[config.mk]
export PLATFORM = sky130hd
export DESIGN_NAME = ex_muldiv
export DESIGN_NICKNAME = d
export VERILOG_FILES = /design/src/rtl/ex_muldiv.sv
export SDC_FILE = /design/constraint.sdc
export NUM_CORES = 2
export LEC_CHECK = 0
export CAP_MARGIN = 15
export CORE_ASPECT_RATIO = 2
export CORE_MARGIN = 1.5
export CORE_UTILIZATION = 55
export DETAILED_ROUTE_END_ITERATION = 8
export PLACE_DENSITY = 0.82
export SLEW_MARGIN = 10
export SYNTH_ARGS = -nofsm -noshare
export SYNTH_HDL_FRONTEND = slang
export SYNTH_SLANG_ARGS = --single-unit
[constraint.sdc]
create_clock -name clk -period 8.19 [get_ports clk]
set_input_delay 1.638 -clock clk [delete_from_list [all_inputs] [get_ports clk]]
set_output_delay 1.638 -clock clk [all_outputs]
set_load 0.02 [all_outputs]
[src/rtl/ex_muldiv.sv]
// ex_muldiv: iterative RV64M multiply/divide unit for the EX stage.
// Shift-add multiply and restoring divide on operand magnitudes, with sign fix-up in FIX.
module ex_muldiv #(
  parameter int XLEN = 64
) (
  input  logic            clk,
  input  logic            rst,
  input  logic            start,
  input  logic [2:0]      op,
  input  logic            word,
  input  logic            flush,
  input  logic [XLEN-1:0] op1,
  input  logic [XLEN-1:0] op2,
  output logic            stall_req,
  output logic            busy,
  output logic            done,
  output logic [XLEN-1:0] result
);
  typedef enum logic [1:0] {IDLE, CALC, FIX, DONE} state_t;
  state_t state, state_n;
  logic [2:0] op_q;
  logic word_q, neg_q, neg_r, dz;
  logic [6:0] cnt;
  logic [XLEN-1:0] x1, mpl, quo, dvs;
  logic [2*XLEN-1:0] prod, mcd;
  logic [XLEN:0] rem, sh, diff;
  logic s1, s2, n1, n2;
  logic [XLEN-1:0] e1, e2, m1, m2, q_fix, r_fix, sel;
  logic [2*XLEN-1:0] p_fix;
  assign s1 = op[2] ? ~op[0] : ~(op[1] & op[0]);
  assign s2 = op[2] ? ~op[0] : ~op[1];
  assign e1 = word ? {{(XLEN-32){s1 & op1[31]}}, op1[31:0]} : op1;
  assign e2 = word ? {{(XLEN-32){s2 & op2[31]}}, op2[31:0]} : op2;
  assign n1 = s1 & e1[XLEN-1];
  assign n2 = s2 & e2[XLEN-1];
  assign m1 = n1 ? -e1 : e1;
  assign m2 = n2 ? -e2 : e2;
  // one restoring-division step: a borrow out of bit XLEN means the divisor did not fit
  assign sh = {rem[XLEN-1:0], quo[XLEN-1]};
  assign diff = sh - {1'b0, dvs};
  assign p_fix = neg_q ? -prod : prod;
  assign q_fix = dz ? '1 : neg_q ? -quo : quo;
  assign r_fix = dz ? x1 : neg_r ? -rem[XLEN-1:0] : rem[XLEN-1:0];
  assign sel = op_q[2] ? (op_q[1] ? r_fix : q_fix) :
               (op_q[1:0] == 2'b00 ? p_fix[XLEN-1:0] : p_fix[2*XLEN-1:XLEN]);
  assign busy = (state == CALC) | (state == FIX);
  assign done = state == DONE;
  assign stall_req = (start & (state == IDLE)) | busy;
  always_comb
    state_n = flush ? IDLE :
              state == IDLE ? (start ? CALC : IDLE) :
              state == CALC ? (cnt == 7'd1 ? FIX : CALC) :
              state == FIX ? DONE : IDLE;
  always_ff @(posedge clk) begin
    if (rst) begin
      state <= IDLE;
      op_q <= '0;
      word_q <= 1'b0;
      neg_q <= 1'b0;
      neg_r <= 1'b0;
      dz <= 1'b0;
      cnt <= '0;
      x1 <= '0;
      mpl <= '0;
      quo <= '0;
      dvs <= '0;
      prod <= '0;
      mcd <= '0;
      rem <= '0;
      result <= '0;
    end else begin
      state <= state_n;
      if (state == IDLE && start && !flush) begin
        op_q <= op;
        word_q <= word;
        neg_q <= n1 ^ n2;
        neg_r <= n1;
        dz <= e2 == '0;
        x1 <= e1;
        cnt <= word ? 7'd32 : 7'd64;
        prod <= '0;
        mcd <= {{XLEN{1'b0}}, m1};
        mpl <= m2;
        rem <= '0;
        quo <= word ? {m1[31:0], {(XLEN-32){1'b0}}} : m1;
        dvs <= m2;
      end else if (state == CALC && !flush) begin
        cnt <= cnt - 7'd1;
        if (mpl[0]) prod <= prod + mcd;
        mcd <= mcd << 1;
        mpl <= mpl >> 1;
        rem <= diff[XLEN] ? sh : diff;
        quo <= {quo[XLEN-2:0], ~diff[XLEN]};
      end
      if (state == FIX && !flush) result <= word_q ? {{(XLEN-32){sel[31]}}, sel[31:0]} : sel;
    end
  end
endmodule

==> summary.md, run 1 <==
| Metric | Value |
|---|---|
| Post-synthesis sequential area ratio | `0.274` |
| YS warnings | `0` |
| Die Y | `420 microns` |
| Rows | `152` |
| Clock Tree Buf Depth | `3` |
| Pre-CTS setup slack | `~2000 ps` |
| Stop stage | `global routing (5_1_grt)` |
| Clock tree sinks | `656` |
| Vias in the first global route | `63500` |
| GPL Wtd Cong | `between 1 and 1.5` |
| Die W | `~210 microns` |
| Overflow after GRT | `900` |
| Hold-fix buffers, CTS | `0` |
| Netlist Area Pre-Place | `about 48000 sq um` |
| Unique masters post-synth | `between 90 and 100` |
| First-pass GRT wire length | `507000 microns` |
| Synth Instances | `roughly 6700` |
| Number of synthesized register bits | `656` |
| Main flop type after synthesis | `dfxtp_1` |
| Tool error | `[ERROR GRT-0116] Global routing finished with congestion. Check the congestion regions in the DRC Viewer.` |
| Mapped Avg Cell Area | `about 7.2 sq um` |
| Post-synth EDFFs | `0` |
| Setup Fix Bufs, Post-CTS | `0` |
| # resized after CTS | `0` |
| Root Buffer | `clkbuf_16` |
| Run status | `did not finish` |
| IO Pins | `approximately 200` |
| Syn nets | `~7000` |
| Port buffer count | `202` |
| Placed Instance Area | `50700 sq um` |
| Largest net degree at the start of global routing | `151` |
| CTS H-tree depth | `3` |
| Initial core utilization | `0.557` |
| DP HPWL | `roughly 200000 microns` |
| Asr flop ratio synth | `0` |
| GRT Total Usage | `0.752` |
| TritonCTS buffer count | `66` |
==> synth_stat cells (all sizes together) (11+ instances only) <==
cell | instances | area (sq um)
nor4 | 69 | 474
nor3 | 200 | 1020
o21ai | 484 | 2420
xor2 | 215 | 1880
clkbuf | 428 | 1610
o21a | 32 | 240
a22oi | 21 | 158
and3 | 33 | 206
a311oi | 57 | 499
o22ai | 47 | 294
o311ai | 16 | 140
a221oi | 32 | 287
a221o | 11 | 110
o22a | 18 | 158
nand3b | 12 | 103
a21boi | 69 | 518
dfxtp | 656 | 13100
buf | 45 | 188
o41ai | 35 | 314
nand2 | 1052 | 3950
a31oi | 68 | 425
o211ai | 47 | 358
a21oi | 765 | 3830
nor2b | 33 | 206
o21bai | 59 | 447
o221ai | 39 | 342
a22o | 41 | 359
or3 | 65 | 417
a211oi | 104 | 781
nand3 | 89 | 455
o31ai | 80 | 614
mux2i | 94 | 941
nor2 | 603 | 2260
nand4 | 96 | 601
and2 | 16 | 100
a21o | 125 | 938
or4 | 47 | 357
ha | 202 | 2530
or2 | 27 | 169
inv | 156 | 586
nand2b | 50 | 313
xnor2 | 245 | 2150
==> kinds of logic after synthesis <==
| group | share of synthesized area |
|---|---|
| simple gates | 0.229 |
| compound gates | 0.290 |
| flops | 0.274 |
| buf+inv | 0.0497 |
| xor+xnor | 0.0841 |
| fa+ha+maj | 0.0536 |
| mux | 0.0199 |
==> per-layer routing <==
layer	overflow	global-route usage
met5	1	0.215
met3	13	0.571
met4	343	0.791
met1	6	0.728
met2	537	0.952
==> per-stage QoR <==
stage,hold slack [ps],instances,util
after floorplan,416,6691,-
after global placement,429,7699,0.590
after detailed placement,434,7700,0.590
after CTS,449,7813,0.615
==> inputs of run 2 (changes only) <==
CORE_ASPECT_RATIO = not set   (was 2)
CORE_UTILIZATION = 40   (was 55)
PLACE_DENSITY = not set   (was 0.82)
PLACE_DENSITY_LB_ADDON = 0.15   (was not set)
==> run 2 against run 1 <==
The flow now finishes without violations. Synthesized area unchanged. Synthesized cell count did not move.
==> summary.md, run 2 <==
| Metric | Value |
|---|---|
| Ratio of cells with drive above 1 in the final layout | `0.0460` |
| Vias/cell | `6.19` |
| Initial antenna violation count | `11` |
| Syn-to-layout area delta | `12.2%` |
| Setup Fix Bufs, Post-CTS | `0` |
| R2R Path Start | `quo[14]$_SDFFE_PP0P_` |
| RSZ-0062 raised after global routing | `false` |
| Vias in the first global route | `between 40000 and 50000` |
| Flop pwr share | `0.378` |
| Setup_tns | `0 ps` |
| Pre-CTS setup slack | `approximately 2200 ps` |
| Post-synthesis sequential area ratio | `0.274` |
| Worst Skew | `30.3 ps` |
| NetSw | `0.00292 W` |
| CTS tree | `yes` |
| Via count | `about 51000` |
| Commonest non-fill, non-tap cell in the layout | `nand2_1` |
| CP endpoint kind | `flip-flop` |
| GRT Total Usage | `0.352` |
| Post-Route WL | `222000 microns` |
| Wire length per cell | `roughly 27 microns` |
| Worst EP required | `8720 ps` |
| Rows | `126` |
| Most frequent cells in the layout | `1050 x nand2_1, 764 x a21oi_1, 651 x dfxtp_1, 595 x nor2_1, 478 x o21ai_0` |
| # resized after CTS | `0` |
| Reg-to-Reg End | `result[63]$_SDFFE_PP0P_` |
| Initial core utilization | `0.405` |
| Cell with the most instances after synthesis | `nand2_1` |
| Clock tree sinks | `around 660` |
| Final period utilization | `0.715` |
| DP HPWL | `170000 microns` |
| Die area | `122000 sq um` |
| Reg2Reg Depth | `12` |
| Max-cap violations | `0` |
| Main flop type after synthesis | `dfxtp_1` |
| F_max | `0.171 GHz` |
| Root Buffer | `clkbuf_16` |
| PnR worst setup slack | `2330 ps` |
| DRT Pass-1 Iters | `6` |
| GPL Wtd Cong | `between 1 and 1.5` |
| Mapped Avg Cell Area | `~7 sq um` |
| Overflow after GRT | `0` |
| Internal Power | `between 0.006 and 0.007 W` |
| First-pass GRT wire length | `around 320000 microns` |
| Die W | `349 microns` |
| Relative slew slack | `0.132` |
| Comb power frac | `0.196` |
| Die Y | `between 300 and 400 microns` |
| Netlist Area Pre-Place | `47900 sq um` |
| Post-DRT Antenna Nets | `0` |
| Port buffer count | `about 200` |
| CTS H-tree depth | `3` |
| Clock Tree Buf Depth | `3` |
| Total Nets Final | `6925` |
| Commonest cells post-synth | `1051 x nand2_1, 765 x a21oi_1, 656 x dfxtp_1` |
| Post-synth EDFFs | `0` |
| Syn nets | `between 7000 and 8000` |
| Number of synthesized register bits | `656` |
| Post-synth top area cell | `dfxtp_1` |
| CP endpoint | `result[63]$_SDFFE_PP0P_` |
| Setup CP Type | `flip-flop to flip-flop` |
| Drt drc | `0` |
| Max VDD drop | `0.000163 V` |
| Unique masters post-synth | `between 90 and 100` |
| Clock Pin Slew Worst Setup and Hold Paths | `60 ps` |
| Synth Instances | `6691` |
| YS warnings | `0` |
| Worst-Skew Late Latency | `a little over 700 ps` |
| Non-filler cells, final | `approximately 8300` |
| CP startpoint kind | `flip-flop` |
| Ranking of synthesized cells by area | `dfxtp_1 27%, nand2_1 8.2%, a21oi_1 8.0%, ha_1 5.3%, o21ai_0 5.0%` |
| Final hold viol count | `0` |
| TritonCTS buffer count | `slightly above 80` |
| Final setup vio count | `0` |
| Number of DRC markers in iteration 0 | `between 5000 and 6000` |
| Clock network fraction of design power | `0.426` |
| Worst hold slack | `453 ps` |
| Post-Place Cells | `8101` |
| Reg-to-reg setup timing slack | `2330 ps` |
| Critical path launch point | `quo[14]$_SDFFE_PP0P_` |
| Asr flop ratio synth | `0` |
| Arrival time worst endpoint | `6390 ps` |
| Run status | `finished, final reports clean` |
| Largest net degree at the start of global routing | `between 100 and 150` |
| Top cell type's share of synthesized area | `0.274` |
| Sw frac | `0.323` |
| Slew @ Worst Pin | `1290 ps` |
| Leakage power | `20.4 nW` |
| Minimum clock period | `just under 6000 ps` |
| Cell Pwr Density | `168 nW/um^2` |
| IO Pins | `203` |
| Core Region | `118000 sq um` |
| Fin. max-slew vios | `0` |
| Worst-path maximum fanout | `7` |
| Hold/Removal Path Class | `flip-flop to flip-flop` |
| Core Util, Final | `0.454` |
| Hold-fix buffers, CTS | `0` |
| Top Registers | `mcd (128), prod (128)` |
==> run 2: cell families (layout without fill, tap and decap cells) <==
kind of cell,after synthesis,count (layout),share of synthesized area
AO/OA/AOI/OAI,2218,2218,0.290
XOR/XNOR,460,460,0.0841
multiplexers,95,95,0.0199
adder cells (fa/ha/maj),204,204,0.0536
flip-flops,656,656,0.274
other,0,6,0
buffers and inverters,629,588,0.0497
AND/OR/NAND/NOR,2429,2429,0.229
==> run 2: per-stage QoR <==
step	area [sq um]	power, W
after floorplan	47900	0.00452
after global placement	50900	0.00520
after detailed placement	50900	0.00520
after global routing	53700	0.00933
after CTS	53700	0.00905
final	53700	0.00905
==> run 2: worst min-delay path by stage <==
stage                               end  cells past startpoint  slack (ps)                start
floorplan           x1[38]$_SDFFE_PP0P_                      2         420  x1[38]$_SDFFE_PP0P_
global placement    x1[63]$_SDFFE_PP0P_                      1         430  x1[63]$_SDFFE_PP0P_
detailed placement  x1[63]$_SDFFE_PP0P_                      1         430  x1[63]$_SDFFE_PP0P_
CTS                 x1[63]$_SDFFE_PP0P_                      1         450  x1[63]$_SDFFE_PP0P_
global route        x1[62]$_SDFFE_PP0P_                      2         460  x1[62]$_SDFFE_PP0P_
finish              x1[63]$_SDFFE_PP0P_                      1         450  x1[63]$_SDFFE_PP0P_
==> run 2: final cells by class <==
| type | count | area (sq um) |
|---|---|---|
| diodes | 6 | 15.0 |
| clock buffers | 116 | 2390 |
| clock inverters | 33 | 403 |
| fillers | 12100 | 64700 |
| inverters | 156 | 586 |
| multi-input cells | 5406 | 32500 |
| flip-flops and latches | 656 | 13100 |
| well taps | 1600 | 2000 |
| repair buffers | 283 | 2680 |
==> run 2: power by group through the flow <==
stage	Sequential, W	Combinational [W]	Clock (W)
after global placement	0.00348	0.00172	0
after CTS	0.00341	0.00173	0.00391
after global routing	0.00343	0.00189	0.00402
final	0.00342	0.00177	0.00386
after detailed placement	0.00348	0.00172	0
after floorplan	0.00342	0.00109	0
==> run 2: critical path, cell delays in order (launching register included) <==
cell and delay [ps]:
dfxtp_1 370, or4_1 610, nor3_1 270, nand3_1 200, nor2_1 430, nand3_1 370
or3_1 460, or3_1 420, or4_1 550, o31ai_1 840, xnor2_1 530, o221ai_1 500
a211oi_1 130
==> run 2: routing by layer <==
layer	GRT usage	up-vias	wire length (microns)
met1	0.447	24300	91100
met3	0.0630	544	17600
li1	-	23900	-
met2	0.554	2329	97700
met4	0.212	8	15300
met5	0	-	54
Note: power is estimated with default switching activity, not from simulation.
